### src/rtl/prt_slot_scheduler_pkg.sv
// Shared types for the PRT slot scheduler: slot lifecycle states and small helpers.
package prt_slot_scheduler_pkg;

  typedef logic bool_t;
  localparam bool_t TRUE  = 1'b1;
  localparam bool_t FALSE = 1'b0;

  localparam int NUM_SLOTS_DEF = 4;

  typedef enum logic [2:0] {
    SLOT_FREE,
    SLOT_WRITING,
    SLOT_WRITING_PASS,
    SLOT_WRITTEN,
    SLOT_QUEUED,
    SLOT_READING
  } slot_state_e;

  // A slot is "being written" whether or not its pass verdict already arrived.
  function automatic bool_t is_writing(input slot_state_e s);
    return (s == SLOT_WRITING) || (s == SLOT_WRITING_PASS);
  endfunction

endpackage

### src/rtl/prt_slot_scheduler_fifo.sv
// In-order queue of passed slot indices; two push ports so an rx_done completion and a
// verdict completion in the same cycle both enqueue (port a first).
module prt_slot_scheduler_fifo #(
  parameter int DEPTH = 4,
  parameter int W     = 2
) (
  input  logic         clk,
  input  logic         rst,
  input  logic         push_a,
  input  logic [W-1:0] din_a,
  input  logic         push_b,
  input  logic [W-1:0] din_b,
  input  logic         pop,
  output logic [W-1:0] head,
  output logic         empty
);
  localparam int PW = (DEPTH > 1) ? $clog2(DEPTH) : 1;
  localparam int CW = $clog2(DEPTH + 1);

  logic [W-1:0]  mem_q [DEPTH];
  logic [W-1:0]  mem_d [DEPTH];
  logic [PW-1:0] rd_q, rd_d, wr_q, wr_d;
  logic [CW-1:0] cnt_q, cnt_d;

  function automatic logic [PW-1:0] ptr_inc(input logic [PW-1:0] p);
    return (p == PW'(DEPTH - 1)) ? '0 : p + PW'(1);
  endfunction

  always_comb begin
    for (int i = 0; i < DEPTH; i++) mem_d[i] = mem_q[i];
    rd_d  = rd_q;
    wr_d  = wr_q;
    cnt_d = cnt_q;
    if (pop) begin
      rd_d  = ptr_inc(rd_q);
      cnt_d = cnt_d - CW'(1);
    end
    if (push_a) begin
      mem_d[wr_d] = din_a;
      wr_d        = ptr_inc(wr_d);
      cnt_d       = cnt_d + CW'(1);
    end
    if (push_b) begin
      mem_d[wr_d] = din_b;
      wr_d        = ptr_inc(wr_d);
      cnt_d       = cnt_d + CW'(1);
    end
  end

  always_ff @(posedge clk) begin
    if (rst) begin
      for (int i = 0; i < DEPTH; i++) mem_q[i] <= '0;
      rd_q  <= '0;
      wr_q  <= '0;
      cnt_q <= '0;
    end else begin
      for (int i = 0; i < DEPTH; i++) mem_q[i] <= mem_d[i];
      rd_q  <= rd_d;
      wr_q  <= wr_d;
      cnt_q <= cnt_d;
    end
  end

  assign head  = mem_q[rd_q];
  assign empty = (cnt_q == '0);

endmodule

### src/rtl/prt_slot_scheduler.sv
// PRT slot lifecycle owner: allocation to RX, firewall verdicts, ordered TX hand-off and freeing.
module prt_slot_scheduler
  import prt_slot_scheduler_pkg::*;
#(
  parameter int NUM_SLOTS = NUM_SLOTS_DEF,
  parameter int SLOT_W    = $clog2(NUM_SLOTS)
) (
  input  logic              clk,
  input  logic              rst,
  input  logic              rx_alloc_req,
  output logic              rx_alloc_gnt,
  output logic [SLOT_W-1:0] rx_alloc_slot,
  input  logic              rx_done,
  output logic              rx_kill,
  input  logic              fw_verdict_valid,
  input  logic [SLOT_W-1:0] fw_verdict_slot,
  input  logic              fw_verdict_pass,
  output logic              tx_req_valid,
  output logic [SLOT_W-1:0] tx_req_slot,
  input  logic              tx_req_ready,
  input  logic              tx_done,
  output logic              prt_inval_valid,
  output logic [SLOT_W-1:0] prt_inval_slot,
  output logic              slot_free,
  output logic              err_pulse
);
  slot_state_e       st_q [NUM_SLOTS];
  slot_state_e       st_d [NUM_SLOTS];
  bool_t             rx_kill_q, rx_kill_d, inval_valid_q, inval_valid_d, err_q, err_d;
  logic [SLOT_W-1:0] inval_slot_q, inval_slot_d;

  bool_t             any_free, wr_busy, rd_busy;
  logic [SLOT_W-1:0] low_free, wr_slot, rd_slot;
  bool_t             push_a, push_b, pop, fifo_empty, tx_acc;
  logic [SLOT_W-1:0] fifo_head;
  slot_state_e       vst;

  // Descending scan so the lowest-index FREE slot wins.
  always_comb begin
    any_free = FALSE;
    wr_busy  = FALSE;
    rd_busy  = FALSE;
    low_free = '0;
    wr_slot  = '0;
    rd_slot  = '0;
    for (int i = NUM_SLOTS - 1; i >= 0; i--) begin
      if (st_q[i] == SLOT_FREE) begin
        any_free = TRUE;
        low_free = SLOT_W'(i);
      end
      if (is_writing(st_q[i])) begin
        wr_busy = TRUE;
        wr_slot = SLOT_W'(i);
      end
      if (st_q[i] == SLOT_READING) begin
        rd_busy = TRUE;
        rd_slot = SLOT_W'(i);
      end
    end
  end

  // TX handshake: tx_req_valid/tx_req_slot are held until tx_req_ready is seen with valid
  // high; the transfer happens on that edge and valid does not depend on ready.
  assign slot_free     = any_free & ~wr_busy & ~rst;
  assign rx_alloc_gnt  = rx_alloc_req & slot_free;
  assign rx_alloc_slot = rx_alloc_gnt ? low_free : '0;
  assign tx_req_valid  = ~fifo_empty & ~rd_busy & ~rst;
  assign tx_req_slot   = tx_req_valid ? fifo_head : '0;
  assign tx_acc        = tx_req_valid & tx_req_ready;

  always_comb begin
    for (int i = 0; i < NUM_SLOTS; i++) st_d[i] = st_q[i];
    push_a        = FALSE;
    push_b        = FALSE;
    pop           = FALSE;
    rx_kill_d     = FALSE;
    inval_valid_d = FALSE;
    inval_slot_d  = '0;
    err_d         = FALSE;
    vst           = SLOT_FREE;
    if (rx_done) begin
      if (!wr_busy) begin
        err_d = TRUE;
      end else if (st_q[wr_slot] == SLOT_WRITING_PASS) begin
        st_d[wr_slot] = SLOT_QUEUED;
        push_a        = TRUE;
      end else begin
        st_d[wr_slot] = SLOT_WRITTEN;
      end
    end
    // The verdict sees the slot after a same-cycle rx_done, so a completed frame is never killed.
    if (fw_verdict_valid) begin
      vst = st_d[fw_verdict_slot];
      case (vst)
        SLOT_WRITING, SLOT_WRITING_PASS: begin
          if (!fw_verdict_pass) begin
            st_d[fw_verdict_slot] = SLOT_FREE;
            rx_kill_d             = TRUE;
            inval_valid_d         = TRUE;
            inval_slot_d          = fw_verdict_slot;
          end else if (vst == SLOT_WRITING) begin
            st_d[fw_verdict_slot] = SLOT_WRITING_PASS;
          end else begin
            err_d = TRUE;
          end
        end
        SLOT_WRITTEN: begin
          if (fw_verdict_pass) begin
            st_d[fw_verdict_slot] = SLOT_QUEUED;
            push_b                = TRUE;
          end else begin
            st_d[fw_verdict_slot] = SLOT_FREE;
            inval_valid_d         = TRUE;
            inval_slot_d          = fw_verdict_slot;
          end
        end
        default: err_d = TRUE;
      endcase
    end
    if (tx_done) begin
      if (rd_busy) st_d[rd_slot] = SLOT_FREE;
      else         err_d = TRUE;
    end
    if (tx_acc) begin
      st_d[fifo_head] = SLOT_READING;
      pop             = TRUE;
    end
    if (rx_alloc_gnt) st_d[low_free] = SLOT_WRITING;
  end

  always_ff @(posedge clk) begin
    if (rst) begin
      for (int i = 0; i < NUM_SLOTS; i++) st_q[i] <= SLOT_FREE;
      rx_kill_q     <= FALSE;
      inval_valid_q <= FALSE;
      inval_slot_q  <= '0;
      err_q         <= FALSE;
    end else begin
      for (int i = 0; i < NUM_SLOTS; i++) st_q[i] <= st_d[i];
      rx_kill_q     <= rx_kill_d;
      inval_valid_q <= inval_valid_d;
      inval_slot_q  <= inval_slot_d;
      err_q         <= err_d;
    end
  end

  assign rx_kill         = rx_kill_q;
  assign prt_inval_valid = inval_valid_q;
  assign prt_inval_slot  = inval_slot_q;
  assign err_pulse       = err_q;

  prt_slot_scheduler_fifo #(
    .DEPTH (NUM_SLOTS),
    .W     (SLOT_W)
  ) u_fifo (
    .clk    (clk),
    .rst    (rst),
    .push_a (push_a),
    .din_a  (wr_slot),
    .push_b (push_b),
    .din_b  (fw_verdict_slot),
    .pop    (pop),
    .head   (fifo_head),
    .empty  (fifo_empty)
  );

endmodule
### config.mk
export PLATFORM = sky130hd
export DESIGN_NAME = prt_slot_scheduler
export DESIGN_NICKNAME = d
export VERILOG_FILES = /design/src/rtl/prt_slot_scheduler_pkg.sv /design/src/rtl/prt_slot_scheduler_fifo.sv /design/src/rtl/prt_slot_scheduler.sv
export SDC_FILE = /design/constraint.sdc
export NUM_CORES = 1
export LEC_CHECK = 0
export ABC_AREA = 1
export BUFFER_PORTS_ARGS = -buffer_cell sky130_fd_sc_hd__buf_2
export CAP_MARGIN = 40
export CELL_PAD_IN_SITES_DETAIL_PLACEMENT = 1
export CELL_PAD_IN_SITES_GLOBAL_PLACEMENT = 1
export CORE_MARGIN = 2
export CORE_UTILIZATION = 40
export CTS_BUF_LIST = sky130_fd_sc_hd__clkbuf_2 sky130_fd_sc_hd__clkbuf_4 sky130_fd_sc_hd__clkbuf_8
export DETAILED_ROUTE_END_ITERATION = 8
export PLACE_DENSITY = 0.89
export RECOVER_POWER = 100
export SYNTH_ARGS = -nofsm -noshare
export SYNTH_HDL_FRONTEND = slang
export SYNTH_SLANG_ARGS = --single-unit
export TNS_END_PERCENT = 100
### constraint.sdc
create_clock -name clk -period 2.8 [get_ports clk]
set_clock_uncertainty 0.15 [all_clocks]
set_input_delay 0.28 -clock clk [delete_from_list [all_inputs] [get_ports clk]]
set_output_delay 0.28 -clock clk [all_outputs]
set_load 0.03 [all_outputs]
==> metrics.txt, run 1 <==
status=finished, final reports clean; Final #Nets=543; vias per inst=around 5.5; CTS Hold Bufs=0; crit path launch type=flop; Final Hold Viols=0; Worst slew margin=a little over half; total die area=0.007974 sq mm; DRC Markers=0; Max Cap Viol=0; GP Congestion=0.9278; CTS sink count=34; non-filler cells, final=620; Post-Route WL=10870 um; WP data arrival=~2.8 ns; CP max stage cell=dfxtp_2; Unique masters post-synth=42; Worst-Margin Slew=between 0.7 and 0.8 ns; r2r endpoint=u_fifo.cnt_q[1]$_SDFF_PP0_; R2R Setup Slk=between 0.08 and 0.09 ns; CTS buffer count=5; Congestion Overflow GR=0; placed cell count=between 600 and 700; internal power=approximately 1.6 mW; power share of the sequential group=between 20% and 30%; Crit path top cell by count=nand2_1; Post-Syn Area=~0.0029 sq mm; met2 global-route usage=between 40% and 50%; CP cell instances=buf_4 -> nand3_1 -> nand2_1 -> nor2_4 -> nand2_1 -> nor2_4 -> inv_2 -> nand2_1 -> o21ai_2 -> ha_1 -> nand2_1 -> nand2_1 -> ha_1 -> o21ai_1 -> a31oi_1; synth warn=0; Port-buffer cells=21; largest net degree at the start of global routing=20; Detailed Route Iter0 Violations=181; endpoints failing setup=0; most used routing layer in global routing=met2; FILL cells=just under 1000; Sw Share=between 40% and 50%; Worst IR Drop VDD=0.3766 mV; worst hold-check path type=in -> reg; Post-synth ARST share=0%; met3 global-route usage=under 10%; setup slack at placement=-0.1217 ns; footprint of the multi-input gates=0.001993 sq mm; Post-DP Area=0.003324 sq mm; # rows=31; Post-synth EDFFs=0; Initial Util=40.78%; core region area=around 0.007 sq mm; M1 GR Usage=35.29%; initial antenna violation count=0; largest area contributor in the netlist=dfxtp_1; DR vias=3423; synth top area cells=dfxtp_1, nand2_1, inv_1; Final Max Tran Viols=0; worst r2r path cells=15; htree depth=2; CP Capture Type=flop; Total Routing Usage GR=27.63%; CP required=roughly 2.9 ns; Top FF cell, synth=dfxtp_1; critical path's top delay family=simple AND/OR/NAND/NOR gates; Hold Path Origin=fw_verdict_slot[0]; average cell area after synthesis=6.286 sq um; clk buf depth=2; Post-Syn Nets=slightly below 500; crit-path max FO=5; post-route ant nets=0; kind of critical path=reg -> reg; area delta synth->final=24.94%; DIE WIDTH=about 89 um; RR Startpoint=st_q[3][0]$_SDFF_PP0_; worst stage delay on the critical path=~0.35 ns; register area=between 600 and 700 sq um; Final WS setup=about 0.09 ns; Power per Cell Area=865.3 mW/mm^2; vias in the first global route=between 3000 and 4000; logic gate share of total power=between 60% and 70%; maximum clock frequency=368.9 MHz; Die H=89.30 um; net switching power=roughly 1.5 mW; Leakage=~1.7 nW; Boundary Pins=22; Root Driver=clkbuf_8; WHS Endpoint=prt_inval_slot[0]$_SDFF_PP0_; Pre-Repair DR Iteration Count=4; ratio of cells with drive above 1 in the final layout=a little over a quarter; CTS tree=yes; post-route minimum period=2.711 ns; DP Wirelength=8181 um; antenna cells=0; Final Cycle Share=between 90% and 100%; sequential area share after synthesis=a little under a quarter; Hold Path Depth=3; clock-pin slew on the worst setup and hold paths=roughly 0.090 ns; unrepaired setup endpoints after global routing=yes; final non-filler cell area=0.003636 sq mm; first-pass GRT wire length=roughly 17000 um; Post-Syn Instances=between 400 and 500; clock network power share=a little under a fifth; Worst-Skew Late Latency=just over 0.3 ns; Routed WL per cell=17.53 um; WP buf/inv=2; post-synth top area share=a little under a quarter; setup TNS=0 ns; register bit count reported by yosys=34
[worst register-to-register path, stage by stage (launching register included)]
cell and delay (ns):
dfxtp_2 0.35, buf_4 0.14, nand3_1 0.14, nand2_1 0.12, nor2_4 0.15, nand2_1 0.12
nor2_4 0.18, inv_2 0.08, nand2_1 0.07, o21ai_2 0.06, ha_1 0.29, nand2_1 0.10
nand2_1 0.07, ha_1 0.29, o21ai_1 0.19, a31oi_1 0.08
[stage by stage]
| stage | hold slack, ns | utilization [%] | power (mW) |
|---|---|---|---|
| final | 0.1444 | 50.95 | 3.146 |
| after global routing | 0.1701 | 50.95 | 3.360 |
| after CTS | 0.1410 | 48.60 | 2.978 |
| after detailed placement | 0.3643 | 46.58 | 2.366 |
| after global placement | 0.3310 | 46.58 | 2.269 |
| after floorplan | 0.3119 | - | 1.765 |
[state kept, by name, summed over array words and instances, names as in the netlist, named ones only]
signal           cells
err_pulse            1
u_fifo.cnt_q         3
u_fifo.wr_q          2
u_fifo.mem_q         8
st_q                12
prt_inval_valid      1
prt_inval_slot       2
u_fifo.rd_q          2
rx_kill              1
[cell families (layout without fill, tap and decap cells)]
logic type      count (synthesis)  count (layout)  share of synthesized area (%)
compound gates                 86              86                          18.83
buf+inv                        89             147                          11.87
simple gates                  237             237                          39.12
xor+xnor                        4               4                          1.204
fa+ha+maj                      13              13                          5.589
flops                          34              34                          23.39
[worst max path at each step]
stage | start | endpoint | cells after the start | slack, ns
2_1_floorplan | st_q[0][0]$_SDFF_PP0_ | st_q[3][1]$_SDFF_PP0_ | 13 | 0.006
3_3_place_gp | st_q[1][0]$_SDFF_PP0_ | u_fifo.cnt_q[1]$_SDFF_PP0_ | 14 | 0.08
3_5_place_dp | st_q[3][0]$_SDFF_PP0_ | u_fifo.cnt_q[1]$_SDFF_PP0_ | 14 | -0.12
4_1_cts | st_q[1][1]$_SDFF_PP0_ | u_fifo.mem_q[0][1]$_SDFF_PP0_ | 18 | 0.03
5_1_grt | st_q[0][0]$_SDFF_PP0_ | st_q[2][0]$_SDFF_PP0_ | 18 | -0.09
6_report | st_q[3][0]$_SDFF_PP0_ | u_fifo.cnt_q[1]$_SDFF_PP0_ | 15 | 0.09
[cell usage in the layout, fill, tap and decap left out, types with 6 or more instances in the layout]
cell and count:
a211oi_2 9, a21oi_1 23, buf_2 16, buf_4 38, dfxtp_1 29, ha_1 13, inv_1 66, inv_2 12
nand2_1 111, nand2_2 9, nand2_4 6, nand3_1 32, nand3_2 8, nor2_1 44, o21ai_0 24, o31ai_1 9
[cell usage after synthesis (3+ instances only)]
library cell / instances
nand2_1: 112
nand4_1: 4
o31ai_1: 9
dfxtp_1: 34
inv_1: 71
xor2_1: 3
a21oi_1: 24
inv_2: 8
clkbuf_1: 4
buf_2: 5
nand2_4: 5
nand3_2: 5
a211oi_2: 8
nand2_2: 9
ha_1: 13
nor2_1: 50
nand3_1: 36
nor3_1: 4
o21ai_1: 3
o21ai_0: 29
[final cells by class]
class	instances	share of cell area (%)
Multi-Input combinational cell	340	54.82
Sequential cell	34	18.89
Tap cell	99	3.407
Inverter	80	8.534
Timing Repair Buffer	59	10.56
Clock buffer	5	1.893
Clock inverter	3	1.893
[routing by layer]
| metal | vias to the layer above | part of all wire, % |
|---|---|---|
| met3 | 33 | 5.2 |
| met1 | 1662 | 43 |
| li1 | 1616 | - |
| met2 | 112 | 49 |
| met4 | 0 | 2.4 |
| met5 | - | 0 |
[power groups by stage]
stage | clock network, mW | registers [mW] | logic [mW]
floorplan | 0 | 0.652 | 1.11
global placement | 0 | 0.648 | 1.62
detailed placement | 0 | 0.657 | 1.71
CTS | 0.577 | 0.652 | 1.75
global route | 0.595 | 0.664 | 2.10
finish | 0.581 | 0.657 | 1.91
[repair_timing]
| item | in CTS | in global routing |
|---|---|---|
| pin swaps | 1 | 6 |
| endpoints found under the setup margin | 7 | 25 |
| gates resized for setup | 5 | 38 |
| buffers inserted | 0 | 8 |
Power figures use the tool's default switching activity.
==> run 2: changes to the inputs <==
--- a/config.mk
+++ b/config.mk
@@ -15,7 +15,6 @@
 export CTS_BUF_LIST = sky130_fd_sc_hd__clkbuf_2 sky130_fd_sc_hd__clkbuf_4 sky130_fd_sc_hd__clkbuf_8
 export DETAILED_ROUTE_END_ITERATION = 8
 export PLACE_DENSITY = 0.89
-export RECOVER_POWER = 100
 export SYNTH_ARGS = -nofsm -noshare
 export SYNTH_HDL_FRONTEND = slang
 export SYNTH_SLANG_ARGS = --single-unit
==> metrics.txt, run 2 (synthesis gave the netlist of run 1 again) <==
first-pass GRT wire length=between 15000 and 20000 um; Worst-Margin Slew=approximately 0.7 ns; Worst-Skew Late Latency=0.31 ns; status=finished, final reports clean; largest net degree at the start of global routing=20; Leakage=1.748 nW; Power per Cell Area=approximately 860 mW/mm^2; Post-DP Area=around 0.0033 sq mm; Worst IR Drop VDD=approximately 0.38 mV; crit-path max FO=4; Largest regs=st_q x12, u_fifo.mem_q x8, u_fifo.cnt_q x3; Port-buffer cells=21; Detailed Route Iter0 Violations=181; CTS Hold Bufs=0; net switching power=between 1.5 and 2 mW; post-route ant nets=0; DP Wirelength=roughly 8000 um; area delta synth->final=25.15%; non-filler cells, final=620; total die area=roughly 0.008 sq mm; core region area=between 0.007 and 0.008 sq mm; CP required=2.87 ns; CTS tree=yes; maximum clock frequency=368.5 MHz; final non-filler cell area=between 0.003 and 0.004 sq mm; GP Congestion=about 0.9; initial antenna violation count=0; Root Driver=clkbuf_8; power share of the sequential group=between 20% and 30%; ratio of cells with drive above 1 in the final layout=a little over a quarter; max reg flops=12; CP max stage cell=dfxtp_2; vias in the first global route=~3400; CTS buffer count=5; register name with the most flops=st_q; unrepaired setup endpoints after global routing=yes; CP cell instances=nor2_1 -> nor2_2 -> nor2_4 -> buf_4 -> nand3_2 -> nand2_1 -> nand2_1 -> nand2_1 -> nand2_1 -> nand2_1 -> inv_2 -> nand3_2 -> nand2_1 -> inv_2 -> nand2_1 -> o21ai_0 -> nand4_1 -> nor2_1; Congestion Overflow GR=0; Final Max Tran Viols=0; Final #Nets=roughly 540; Crit path top cell by count=nand2_1; worst stage delay on the critical path=approximately 0.34 ns; DIE WIDTH=89.30 um; Total Routing Usage GR=between 20% and 30%; clock-pin slew on the worst setup and hold paths=around 0.090 ns; DR vias=approximately 3400; CP Capture Type=flop; Final WS setup=between 0.08 and 0.09 ns; internal power=~1.6 mW; Routed WL per cell=17.57 um; antenna cells=0; Die H=between 80 and 90 um; clock network power share=a little under a fifth; Initial Util=between 40% and 50%; Boundary Pins=22; endpoints failing setup=0; WP data arrival=2.78 ns; Worst slew margin=around 53%; most frequent cells in the layout=nand2_1, inv_1, nor2_1; post-route minimum period=around 2.7 ns; Pre-Repair DR Iteration Count=5; crit path launch type=flop; Max Cap Viol=0; # rows=31; placed cell count=~600; vias per inst=5.539; Sw Share=about half; kind of critical path=reg -> reg; clk buf depth=2; commonest non-fill, non-tap cell in the layout=nand2_1; htree depth=2; Final Cycle Share=roughly 97%; DRC Markers=0; CTS sink count=34; worst hold-check path type=in -> reg; setup slack at placement=-0.1217 ns; Final Hold Viols=0; logic gate share of total power=approximately three fifths; Post-Route WL=10890 um
## run 2: cell types whose count changed in the layout (fill, tap and decap cells not counted)
cell,before,now
buf_2,16,21
clkbuf_1,5,0
## run 2: area by class of cell
cell class              count  area [sq um]
flip-flops and latches     34         686.9
repair buffers             59         390.4
well taps                  99         123.9
fillers                   992          3495
multi-input cells         340          1993
clock inverters             3         68.82
clock buffers               5         68.82
inverters                  80         310.3
## run 2: worst paths after layout
path                                             startpoint                      endpoint  slack, ns  cells past startpoint
worst min-delay path                     fw_verdict_slot[0]  prt_inval_slot[0]$_SDFF_PP0_       0.14                      3
worst max register to register        st_q[0][1]$_SDFF_PP0_         st_q[2][1]$_SDFF_PP0_       0.09                     18
worst min register to register  u_fifo.rd_q[1]$_SDFFE_PP0P_                          flop       0.37                      2
worst max-delay path                  st_q[0][1]$_SDFF_PP0_         st_q[2][1]$_SDFF_PP0_       0.09                     18
## run 2: per-layer routing
metal / wire (um) / global-route usage (%) / vias to the layer above
met4: 301 / 9.905 / 0
met1: 4743 / 35.29 / 1665
li1: - / - / 1617
met2: 5315 / 46.87 / 118
met5: 0 / 0 / -
met3: 533 / 4.617 / 34
## run 2: power by group through the flow
| stage | sequential, mW | combinational, mW | clock, mW |
|---|---|---|---|
| CTS | 0.652 | 1.75 | 0.577 |
| floorplan | 0.652 | 1.11 | 0 |
| finish | 0.656 | 1.91 | 0.580 |
| global placement | 0.648 | 1.62 | 0 |
| global route | 0.664 | 2.10 | 0.595 |
| detailed placement | 0.657 | 1.71 | 0 |
## run 2: timing repair
item / in CTS / in global routing
pin swaps: 1 / 6
setup buffers: 0 / 8
resized for setup: 5 / 38
gates cloned: 0 / 0
endpoints found under the setup margin: 7 / 25
## run 2: critical path, delay by kind of cell (launching register included)
kind | cells | cell delay (ns)
simple gates | 14 | 1.62
buf+inv | 3 | 0.32
flops | 1 | 0.34
compound gates | 1 | 0.19
## run 2: metrics by stage
| step | setup TNS (ns) | hold slack, ns | power (mW) | util, % |
|---|---|---|---|---|
| after CTS | 0 | 0.1410 | 2.978 | 48.60 |
| after floorplan | 0 | 0.3119 | 1.765 | - |
| after global placement | 0 | 0.3310 | 2.269 | 46.58 |
| after detailed placement | -0.1908 | 0.3643 | 2.366 | 46.58 |
| after global routing | -1.059 | 0.1701 | 3.361 | 51.03 |
| final | 0 | 0.1444 | 3.147 | 51.03 |
==> run 3: changes to the inputs <==
--- a/config.mk
+++ b/config.mk
@@ -11,11 +11,12 @@
 export CELL_PAD_IN_SITES_DETAIL_PLACEMENT = 1
 export CELL_PAD_IN_SITES_GLOBAL_PLACEMENT = 1
 export CORE_MARGIN = 2
-export CORE_UTILIZATION = 40
+export CORE_UTILIZATION = 39
 export CTS_BUF_LIST = sky130_fd_sc_hd__clkbuf_2 sky130_fd_sc_hd__clkbuf_4 sky130_fd_sc_hd__clkbuf_8
 export DETAILED_ROUTE_END_ITERATION = 8
 export PLACE_DENSITY = 0.89
 export SYNTH_ARGS = -nofsm -noshare
 export SYNTH_HDL_FRONTEND = slang
+export SYNTH_HIERARCHICAL = 1
 export SYNTH_SLANG_ARGS = --single-unit
 export TNS_END_PERCENT = 100
==> metrics.txt, run 3 <==
DR vias=about 3900; CTS buffer count=5; ratio of cells with drive above 1 in the final layout=between 40 and 50%; Detailed Route Iter0 Violations=approximately 320; # rows=30; Final Hold Viols=0; non-filler cells, final=between 600 and 700; unrepaired setup endpoints after global routing=yes; register name with the most flops=st_q; Initial Util=40.57%; endpoints failing setup=15; worst stage delay on the critical path=a little under 0.4 ns; Post-Syn Area=0.002771 sq mm; Post-Syn Nets=490; Leakage=approximately 2.0 nW; max reg flops=12; Total Routing Usage GR=~30%; Pwr Total=roughly 3.5 mW; Top FF cell, synth=dfxtp_1; Congestion Overflow GR=0; WP data arrival=about 3.1 ns; clock-pin slew on the worst setup and hold paths=roughly 0.08 ns; largest net degree at the start of global routing=14; Root Driver=clkbuf_8; Worst slew margin=approximately three fifths; WP buf/inv=3; Hold Path Depth=3; average cell area after synthesis=5.909 sq um; Final Cycle Share=105.9%; first-pass GRT wire length=~18000 um; DIE WIDTH=88.30 um; Hold WS=0.1340 ns; initial antenna violation count=0; vias in the first global route=3623; CP required=roughly 2.9 ns; Largest regs=st_q x12, u_fifo/mem_q x8, u_fifo/cnt_q x3; CP cell instances=nor2_4 -> inv_1 -> nand3_4 -> nand3_2 -> nand2_1 -> nand2_1 -> nand2_1 -> nand2_1 -> nand2_1 -> nand2_2 -> inv_2 -> nand3_4 -> nor3_4 -> nand2_2 -> nor2_4 -> buf_6 -> nand2_4 -> xor2_4 -> and2_4 -> nor2_1; clk buf depth=2; setup TNS=-0.9959 ns; Worst IR Drop VDD=~0.61 mV; CTS tree=yes; worst hold-check path type=in -> reg; total die area=~0.0078 sq mm; count leader, synth=nand2_1; CP max stage cell=dfxtp_4; maximum clock frequency=around 340 MHz; critical path's top delay family=simple AND/OR/NAND/NOR gates; kind of critical path=reg -> reg; synth warn=6; placed cell count=618; synth cell count leaders=nand2_1, inv_1, nor2_1; Max Cap Viol=0; register bit count reported by yosys=34; commonest non-fill, non-tap cell in the layout=nand2_1; GP Congestion=0.9861; Power per Cell Area=just under 900 mW/mm^2; Die H=approximately 88 um; Final Max Tran Viols=0; DP Wirelength=roughly 8300 um; Final #Nets=slightly below 600; CP Capture Type=flop; Unique masters post-synth=39; synth top area cells=dfxtp_1, nand2_1, inv_1; crit-path max FO=5; Routed WL per cell=between 20 and 25 um; Post-synth EDFFs=0; Boundary Pins=22; most frequent cells in the layout=nand2_1, buf_4, inv_1; Post-synth ARST share=0%; Post-Route WL=15130 um; post-route minimum period=2.966 ns; Final WS setup=-0.1660 ns; post-synth top area share=approximately 25%; status=complete, but fails checks; failing checks=setup timing; sequential area share after synthesis=around 25%; Worst-Margin Slew=~0.6 ns; CTS Hold Bufs=0; area delta synth->final=46.23%; crit path launch type=flop; worst r2r path cells=20; RR Startpoint=st_q[0][1]$_SDFF_PP0_; Worst-Skew Late Latency=about 0.31 ns; WHS Endpoint=prt_inval_slot[1]$_SDFF_PP0_; R2R Setup Slk=-0.17 ns; Post-Syn Instances=between 400 and 500; post-route ant nets=0; Port-buffer cells=21; r2r endpoint=u_fifo/cnt_q[2]$_SDFF_PP0_; Hold Path Origin=fw_verdict_slot[1]; htree depth=2; largest area contributor in the netlist=dfxtp_1; Crit path top cell by count=nand2_1; core region area=~0.007 sq mm; CTS sink count=34; Pre-Repair DR Iteration Count=5; antenna cells=0; vias per inst=roughly 6; DRC Markers=0
==> run 3: cell types whose count changed after synthesis, sizes merged, moves of 4 or more <==
cell,delta
a211oi,-8
nand2,+17
nand3,-14
nor2,+17
nor3,+4
o211ai,+7
o31ai,-9
==> run 3: cells by family after synthesis <==
group	Yosys count	synth area share [%]
AND/OR/NAND/NOR	260	41.22
buffers and inverters	85	11.69
AO/OA/AOI/OAI	77	16.93
flip-flops	34	24.56
adder cells (fa/ha/maj)	11	4.966
XOR/XNOR	2	0.6322
==> run 3: worst register-to-register path: stages (launching register included) <==
cell and delay, ns:
dfxtp_4 0.39, nor2_4 0.14, inv_1 0.13, nand3_4 0.15
nand3_2 0.11, nand2_1 0.07, nand2_1 0.04, nand2_1 0.06
nand2_1 0.09, nand2_1 0.10, nand2_2 0.07, inv_2 0.08
nand3_4 0.10, nor3_4 0.24, nand2_2 0.12, nor2_4 0.14
buf_6 0.16, nand2_4 0.09, xor2_4 0.17, and2_4 0.15
nor2_1 0.15
==> run 3: layout make-up <==
type / count / area [sq um]
Tap cell: 96 / 120.1
Clock buffer: 7 / 90.09
Clock inverter: 1 / 5.005
Fill cell: 942 / 2779
Timing Repair Buffer: 84 / 589.3
Sequential cell: 34 / 715.7
Multi-Input combinational cell: 350 / 2200
Inverter: 82 / 332.8
==> run 3: report_power, final <==
part | total, mW | internal, mW | switching [mW]
combinational | 2.41 | 0.875 | 1.54
sequential | 0.692 | 0.577 | 0.115
clock | 0.420 | 0.209 | 0.211
total | 3.52 | 1.66 | 1.86
==> run 3: per-stage QoR <==
stage	utilization [%]	cell area (sq um)	setup WS (ns)
final	59.32	4053	-0.1660
after global routing	59.32	4053	-0.2780
after CTS	52.29	3572	0.0007954
after detailed placement	47.78	3264	-0.2421
after global placement	47.78	3264	-0.04562
after floorplan	-	2786	0.01556
==> run 3: how the worst max path moves through the flow <==
| stage | from | to | slack, ns | depth (start not counted) |
|---|---|---|---|---|
| after global routing | st_q[0][1]$_SDFF_PP0_ | u_fifo/cnt_q[2]$_SDFF_PP0_ | -0.28 | 18 |
| final | st_q[0][1]$_SDFF_PP0_ | u_fifo/cnt_q[2]$_SDFF_PP0_ | -0.17 | 20 |
| after global placement | st_q[3][1]$_SDFF_PP0_ | u_fifo/mem_q[3][1]$_SDFF_PP0_ | -0.05 | 21 |
| after floorplan | u_fifo/cnt_q[0]$_SDFF_PP0_ | u_fifo/cnt_q[2]$_SDFF_PP0_ | 0.02 | 19 |
| after detailed placement | st_q[3][1]$_SDFF_PP0_ | u_fifo/mem_q[3][0]$_SDFF_PP0_ | -0.24 | 21 |
| after CTS | st_q[0][0]$_SDFF_PP0_ | u_fifo/mem_q[3][0]$_SDFF_PP0_ | 0.0008 | 23 |
==> run 3: repair_timing <==
action	in CTS	in global routing
setup endpoints to repair	19	22
hold endpoints to repair	0	0
setup buffers	11	18
pin swaps	12	38
gates cloned	0	0
resized for setup	54	98
==> run 3: metal layers <==
metal  vias up  global-route usage (%)  share of wire, %
met5         -                       0                 0
li1       1667                       -                 -
met3       104                   4.944               4.8
met4         0                   18.32               8.5
met2       190                   54.48                51
met1      1894                   31.93                36
